<file path="config.mk">
export PLATFORM = sky130hd
export DESIGN_NAME = hazard_detect
export DESIGN_NICKNAME = d
export VERILOG_FILES = /design/src/rtl/pipeline_ctrl_pkg.sv /design/src/rtl/pipeline_ctrl_hazard_detect.sv
export SDC_FILE = /design/constraint.sdc
export NUM_CORES = 1
export LEC_CHECK = 0
export CAP_MARGIN = 10
export CORE_AREA = 4 4 41 43
export DETAILED_ROUTE_END_ITERATION = 7
export DIE_AREA = 0 0 45 47
export GPL_ROUTABILITY_DRIVEN = 0
export PLACE_DENSITY_LB_ADDON = 0.15
export SYNTH_ARGS = -nofsm -noshare
export SYNTH_HDL_FRONTEND = slang
export SYNTH_SLANG_ARGS = --single-unit
</file>
<file path="constraint.sdc">
create_clock -name vclk -period 1
set_input_delay 0.15 -clock vclk [all_inputs]
set_output_delay 0.15 -clock vclk [all_outputs]
set_load 0.005 [all_outputs]
</file>
<file path="src/rtl/pipeline_ctrl_pkg.sv">
// Shared types for the pipeline sequencer: register index type and sequencer states.
package pipeline_ctrl_pkg;

  typedef logic [4:0] regbits_t;

  typedef enum logic [1:0] {
    RUN    = 2'd0,
    DWAIT  = 2'd1,
    DRAIN  = 2'd2,
    HALTED = 2'd3
  } pipe_state_t;

endpackage

</file>
<file path="src/rtl/pipeline_ctrl_hazard_detect.sv">
// Load-use hazard compare: a load in execute whose destination feeds a decode-stage source.
module hazard_detect
  import pipeline_ctrl_pkg::*;
(
  input  logic     ex_dREN,
  input  regbits_t ex_wsel,
  input  regbits_t dec_rsel1,
  input  regbits_t dec_rsel2,
  output logic     luse
);

  // Register zero is hardwired, so a load targeting it can never create a dependency.
  assign luse = ex_dREN && (ex_wsel != '0) &&
                ((ex_wsel == dec_rsel1) || (ex_wsel == dec_rsel2));

endmodule

</file>
# Word level (Yosys, flattened, before mapping)
# Index checks and enable logic that the tools add are counted.
# W data, S select, Z words.
# totals
register_bits	0
out_inout_bits	1
word_cells	6
# op_classes
eq_ne	2
reduce_logical	4
# op_table
op	count
$eq A5 B5 Y1	2
$reduce_bool A5 Y1	1
$logic_and A1 B1 Y1	2
$logic_or A1 B1 Y1	1

# Depth between registers and ports, before layout
# Gate-level depths: netlist of the first run.
# logic_depth
ltp_word	3
depth_mapped	4
depth_no_buf	4

# Least setup slack after synthesis of the first run
# Ideal clock, no wire load.
# synth_timing
kind	input to output
startpoint	in ex_wsel[1]
endpoint	out luse
t_arrival_ps	828
required_ps	850
setup_slack_ps	22
stages	3
path_buffers	0
path_cell_list	or4_1 o21ai_1 a21oi_1
# synth_via
elab_chain_cells	3
word_cells_on_any_way	6
# synth_rtl
element	line_no	rtl
start: declaration	pipeline_ctrl_hazard_detect.sv:6	input regbits_t ex_wsel,
$eq A5 B5 Y1 or $reduce_bool A5 Y1 (tied branches)	pipeline_ctrl_hazard_detect.sv:14, pipeline_ctrl_hazard_detect.sv:13	
$logic_or A1 B1 Y1 or $logic_and A1 B1 Y1 (tied branches)	pipeline_ctrl_hazard_detect.sv:14, pipeline_ctrl_hazard_detect.sv:13	
$logic_and A1 B1 Y1 *	pipeline_ctrl_hazard_detect.sv:13	assign luse = ex_dREN && (ex_wsel != '0) &&
end: declaration	pipeline_ctrl_hazard_detect.sv:9	output logic luse
# Mark *: on every way between the ends. The rest lies on a longest branch, timed or not.

# Final worst setup path of the first run
# layout_timing
startpoint	in ex_wsel[3]
endpoint	out luse
# Same word-level chain as after synthesis.

==> impl_metrics.json, run 1 <==
{
  "crit_path_start_kind": "input pin",
  "violations": "negative setup slack",
  "grt_pass1_vias": 197,
  "p_sw_uw": 45.7,
  "arrival_ns": 1.07,
  "min_period_ns": 1.22,
  "via_count": 203,
  "drc": 0,
  "crit_type": "in2out",
  "crit_fanout": 2,
  "fin_hold_ws_ns": 0.723,
  "fin_cells": 53,
  "setup_violations": 1,
  "rsz0062_at_grt": "yes",
  "layout_commonest_cell": "xor2_1",
  "busiest_layer": "met2",
  "antenna_found_initial": 0,
  "netlist_instances": 17,
  "final_cell_mix": "xor2_1 (6), clkdlybuf4s15_1 (5), xnor2_1 (4), buf_4 (4)",
  "drt_wl_total_um": 522,
  "end_kind": "output pin",
  "grt_usage_pct": 5.11,
  "core_um2": 1300,
  "p_int_uw": 77.7,
  "initial_core_util_pct": 9.62,
  "io_pins": 17,
  "seq_area_frac_synth_pct": 0,
  "syn-num-nets": 33,
  "wl_per_cell_um": 9.85,
  "final_nets": 56,
  "max_slew_margin_pct": 88.6,
  "seq_area_um2": 0,
  "hold_viol_final": 0,
  "antenna_cells": 0,
  "final_antenna_net_count": 0,
  "grt_max_degree": 4,
  "synth_top_area_share_pct": 42.0,
  "drtIter0Drc": 0,
  "avgSynthCellArea_um2": 7.36,
  "area_growth_pct": 176,
  "first_pass_iters": 1,
  "clock_buffers": 0,
  "dp_hpwl_um": 442,
  "leakage_nw": 0.155,
  "grt_pass1_wl_um": 841,
  "viasPerCell": 3.83,
  "synth_cell_types": 7,
  "hold_path_class": "in2out",
  "utilization_pct": 26.5,
  "drive_above_1_share_pct": 42.1,
  "worst_slack_ns": -0.225,
  "swShare_pct": 37.0,
  "dp_slack_ns": -0.974,
  "synth_area_leader_cell": "xor2_1",
  "final-max-slew-violation-count": 0,
  "grt-ovfl-total": 0,
  "power_density_nw_per_um2": 357,
  "crit_required_ns": 0.85,
  "die-width_um": 45,
  "min_period_over_period_pct": 122,
  "p_comb_share_pct": 100.0,
  "rows": 13,
  "status": "complete, but fails checks",
  "port_buffers": 17,
  "syn-cell-area_um2": 125,
  "max_cap_viol_count": 0,
  "met2_usage_pct": 7.91,
  "irDropWorstVdd_uv": 121,
  "numSequentialCells": 0,
  "die_h_um": 47,
  "worst_pin_slew_ns": 0.171,
  "met1_usage_pct": 7.42,
  "post-place-cells": 52,
  "yosys-top-cells-area": "xor2_1 (42%), xnor2_1 (28%), nand3_1 (8.0%)",
  "grt_use_met3_pct": 1.53,
  "fmax_mhz": 817,
  "die_area_um2": 2120,
  "ys_warn_count": 0,
  "seq_power_share_pct": 0,
  "ctsHoldBuffers": 0,
  "clock_power_share_pct": 0
}
cell usage after synthesis:
master   count
a21oi_1      1
nand3_1      2
nor3_1       2
xnor2_1      4
xor2_1       6
o21ai_1      1
or4_1        1
path summary, 6_finish.rpt:
| path | depth (start not counted) | start | slack, ns | endpoint |
|---|---|---|---|---|
| max | 5 | ex_wsel[3] | -0.22 | luse |
| min | 4 | ex_wsel[0] | 0.72 | luse |
metal layers:
layer  up-vias  routed length, um
li1        102                  -
met2        14                193
met5         -                  0
met3         0                 76
met1        87                252
met4         0                  0
cell type report:
class                           instances  area (um^2)
Fill cell                             155          956
Timing Repair Buffer                   21          180
Multi-Input combinational cell         17          146
Tap cell                               15         18.8
power by group through the flow:
stage | clock, mW | combinational [mW] | sequential (mW)
after floorplan | 0 | 0.0366 | 0
after global placement | 0 | 0.127 | 0
after detailed placement | 0 | 0.127 | 0
after CTS | 0 | 0.121 | 0
after global routing | 0 | 0.135 | 0
final | 0 | 0.123 | 0
worst max-delay path, stage by stage:
cell and delay, ns:
buf_8 0.10, or4_4 0.52, o21ai_2 0.14, a21oi_2 0.05
buf_2 0.12
cells by family after synthesis:
logic type | synth area share, %
simple gates | 22.0
xor+xnor | 70.0
compound gates | 7.99
stage by stage:
stage / instance area [um^2] / power [mW] / TNS, ns
2_1_floorplan: 125 / 0.0366 / 0
3_3_place_gp: 337 / 0.127 / -0.966
3_5_place_dp: 337 / 0.127 / -0.974
4_1_cts: 340 / 0.121 / -0.257
5_1_grt: 345 / 0.135 / -0.257
6_report: 345 / 0.123 / -0.225
what timing repair did:
action / CTS / global route
pin swaps: 11 / 7
gates resized for setup: 43 / 7
setup buffers: 1 / 0
setup endpoints to repair: 1 / 1
hold endpoints to repair: 0 / 0
Note: power is estimated with default switching activity, not from simulation.
==> run 2: changes to the inputs <==
DONT_BUFFER_PORTS = 1   (was default)
==> impl_metrics.json, run 2 (same netlist as run 1, synthesis figures left out) <==
{
  "numSequentialCells": 0,
  "utilization_pct": 11.9,
  "p_sw_uw": 16.4,
  "end_kind": "output pin",
  "crit_required_ns": 0.85,
  "hold_viol_final": 0,
  "drive_above_1_share_pct": 17.6,
  "drc": 0,
  "die_h_um": 47,
  "worst_slack_ns": -0.0255,
  "min_period_ns": 1.03,
  "final_antenna_net_count": 0,
  "arrival_ns": 0.88,
  "worst_pin_slew_ns": 0.253,
  "dp_slack_ns": -0.0350,
  "dp_hpwl_um": 393,
  "die-width_um": 45,
  "irDropWorstVdd_uv": 82.9,
  "power_density_nw_per_um2": 284,
  "grt_max_degree": 4,
  "io_pins": 17,
  "initial_core_util_pct": 9.62,
  "clock_power_share_pct": 0,
  "antenna_cells": 0,
  "grt_pass1_vias": 126,
  "die_area_um2": 2120,
  "drt_wl_total_um": 419,
  "core_um2": 1300,
  "area_growth_pct": 24.0,
  "crit_path_start_kind": "input pin",
  "violations": "negative setup slack",
  "max_slew_margin_pct": 83.0,
  "seq_area_um2": 0,
  "setup_violations": 1,
  "seq_power_share_pct": 0,
  "swShare_pct": 37.3,
  "grt_usage_pct": 3.46,
  "layout_commonest_cell": "xor2_1",
  "grt_pass1_wl_um": 517,
  "wl_per_cell_um": 13.1,
  "crit_fanout": 3,
  "min_period_over_period_pct": 103,
  "via_count": 120,
  "hold_path_class": "in2out",
  "clock_buffers": 0,
  "port_buffers": 0,
  "crit_type": "in2out",
  "first_pass_iters": 1,
  "final-max-slew-violation-count": 0,
  "final_nets": 35,
  "grt-ovfl-total": 0,
  "antenna_found_initial": 0,
  "rows": 13,
  "max_cap_viol_count": 0,
  "viasPerCell": 3.75,
  "postCtsSetupBuffers": 0,
  "final_cell_mix": "xor2_1 (6), xnor2_1 (4), nor3_1 (2), nand3_1 (2)",
  "leakage_nw": 0.0427,
  "p_comb_share_pct": 100.0,
  "p_int_uw": 27.6,
  "rsz0062_at_grt": "yes",
  "fmax_mhz": 975,
  "status": "complete, but fails checks",
  "drtIter0Drc": 0
}
[run 2: changes by cell type in the layout (fill, tap and decap cells not counted)]
cell | before | now
clkdlybuf4s15_1 | 5 | 0
buf_4 | 4 | 0
buf_2 | 3 | 0
dlygate4sd2_1 | 3 | 0
clkbuf_2 | 2 | 0
nor3_1 | 0 | 2
nor3_2 | 2 | 0
buf_6 | 1 | 0
buf_8 | 1 | 0
clkdlybuf4s50_1 | 1 | 0
dlymetal6s2s_1 | 1 | 0
[run 2: critical path: stages]
cell and delay, ns:
or4_4 0.51, o21ai_2 0.16, a21oi_2 0.05
[run 2: cell type report]
class	instances	area, um^2
multi-input cells	17	136
fillers	152	1150
well taps	15	18.8
[run 2: per-layer routing]
metal,global-route usage [%],vias up,share of wire [%]
li1,-,59,-
met3,0,0,16
met1,6.07,47,51
met5,0,-,0
met4,0,0,0
met2,4.80,14,32
[run 2: path summary, 6_finish.rpt]
check                 cells past startpoint  slack, ns   end  startpoint
worst max-delay path                      3      -0.03  luse  ex_wsel[1]
worst min-delay path                      2       0.38  luse     ex_dREN
[run 2: power by group through the flow]
stage | logic (mW) | clock network, mW | registers, mW
6_report | 0.0440 | 0 | 0
2_1_floorplan | 0.0366 | 0 | 0
3_5_place_dp | 0.0407 | 0 | 0
5_1_grt | 0.0478 | 0 | 0
4_1_cts | 0.0412 | 0 | 0
3_3_place_gp | 0.0403 | 0 | 0
[run 2: metrics by stage]
step | hold WS [ns] | cell area, um^2 | instances | setup TNS [ns] | total power, mW
floorplan | 0.400 | 125 | 17 | 0 | 0.0366
global placement | 0.423 | 144 | 32 | -0.0100 | 0.0403
detailed placement | 0.430 | 144 | 32 | -0.0350 | 0.0407
CTS | 0.432 | 144 | 32 | -0.0364 | 0.0412
global route | 0.392 | 155 | 32 | -0.0464 | 0.0478
finish | 0.382 | 155 | 32 | -0.0255 | 0.0440
[run 2: repair_timing]
action / in CTS / in global routing
endpoints found under the setup margin: 1 / 1
resized for setup: 0 / 3
endpoints found under the hold margin: 0 / 0
hold buffers: 0 / 0
pin swaps: 0 / 1
==> run 3: changes to the inputs <==
PLACE_DENSITY = 0.3   (was default)
PLACE_DENSITY_LB_ADDON = default   (was 0.15)
SLEW_MARGIN = 20   (was default)
==> impl_metrics.json, run 3 (same netlist as run 1, synthesis figures left out) <==
{
  "p_comb_share_pct": 100.0,
  "grt_usage_pct": 4.25,
  "via_count": 118,
  "numSequentialCells": 0,
  "core_um2": 1300,
  "grt_pass1_vias": 144,
  "final_antenna_net_count": 0,
  "finalSetupTns_ns": 0,
  "fin_hold_ws_ns": 0.379,
  "arrival_ns": 0.85,
  "crit_path_start_kind": "input pin",
  "antenna_found_initial": 0,
  "grt-ovfl-total": 0,
  "crit_fanout": 3,
  "min_delay_path_depth": 2,
  "final_nets": 35,
  "power_density_nw_per_um2": 275,
  "clock_buffers": 0,
  "port_buffers": 0,
  "final-max-slew-violation-count": 0,
  "irDropWorstVdd_uv": 85.7,
  "crit_type": "in2out",
  "crit_required_ns": 0.85,
  "io_pins": 17,
  "p_sw_uw": 14.5,
  "drc": 0,
  "die_h_um": 47,
  "drt_wl_total_um": 429,
  "first_pass_iters": 1,
  "max_cap_viol_count": 0,
  "min_period_ns": 0.996,
  "postCtsSetupBuffers": 0,
  "seq_power_share_pct": 0,
  "swShare_pct": 34.8,
  "leakage_nw": 0.0427,
  "status": "completed",
  "clock_power_share_pct": 0,
  "rows": 13,
  "utilization_pct": 11.6,
  "initial_core_util_pct": 9.62,
  "grt_pass1_wl_um": 669,
  "area_growth_pct": 21.0,
  "setup_violations": 0,
  "wl_per_cell_um": 13.4,
  "fmax_mhz": 1000,
  "die-width_um": 45,
  "hold_path_class": "in2out",
  "worst_pin_slew_ns": 0.171,
  "viasPerCell": 3.69,
  "hold_viol_final": 0,
  "seq_area_um2": 0,
  "min_period_over_period_pct": 99.6,
  "antenna_cells": 0,
  "max_slew_margin_pct": 88.5,
  "drive_above_1_share_pct": 11.8,
  "grt_max_degree": 4,
  "final_cell_mix": "xor2_1 (6), xnor2_1 (4), nor3_1 (2), nand3_1 (2)",
  "layout_commonest_cell": "xor2_1",
  "end_kind": "output pin",
  "p_int_uw": 27.2,
  "ctsHoldBuffers": 0,
  "drtIter0Drc": 0,
  "rsz0062_at_grt": "yes",
  "die_area_um2": 2120
}
[run 3: critical path, stage by stage]
cell and delay [ns]:
or4_4 0.51, o21ai_2 0.12, a21oi_1 0.06
[run 3: path summary, 6_finish.rpt]
kind | endpoint | slack [ns] | startpoint
worst min-delay path | luse | 0.38 | ex_dREN
worst max-delay path | luse | 0.004 | ex_wsel[1]
[run 3: layout make-up]
| class | count | area [um^2] |
|---|---|---|
| tap | 15 | 18.8 |
| fill | 154 | 1150 |
| multi-input combinational | 17 | 133 |
[run 3: metal layers]
layer	up-vias	GRT usage, %	routed length [um]
li1	59	-	-
met1	44	6.52	221
met2	15	5.93	131
met3	0	1.53	76
met4	0	0	0
met5	-	0	0
[run 3: per-stage QoR]
step | instances | setup slack (ns) | total power, mW | instance area, um^2
2_1_floorplan | 17 | 0.0222 | 0.0366 | 125
3_3_place_gp | 32 | 0.00715 | 0.0394 | 144
3_5_place_dp | 32 | -0.0329 | 0.0403 | 144
4_1_cts | 32 | -0.0227 | 0.0421 | 151
5_1_grt | 32 | -0.0139 | 0.0475 | 151
6_report | 32 | 0.00393 | 0.0417 | 151
[run 3: repair_timing]
item,4_1_cts,5_1_grt
pin swaps,1,1
resized for setup,2,0
gates cloned,0,0
endpoints found under the setup margin,1,1
[run 3: power by group through the flow]
stage / Sequential [mW] / Combinational [mW] / Clock (mW)
2_1_floorplan: 0 / 0.0366 / 0
3_3_place_gp: 0 / 0.0394 / 0
3_5_place_dp: 0 / 0.0403 / 0
4_1_cts: 0 / 0.0421 / 0
5_1_grt: 0 / 0.0475 / 0
6_report: 0 / 0.0417 / 0
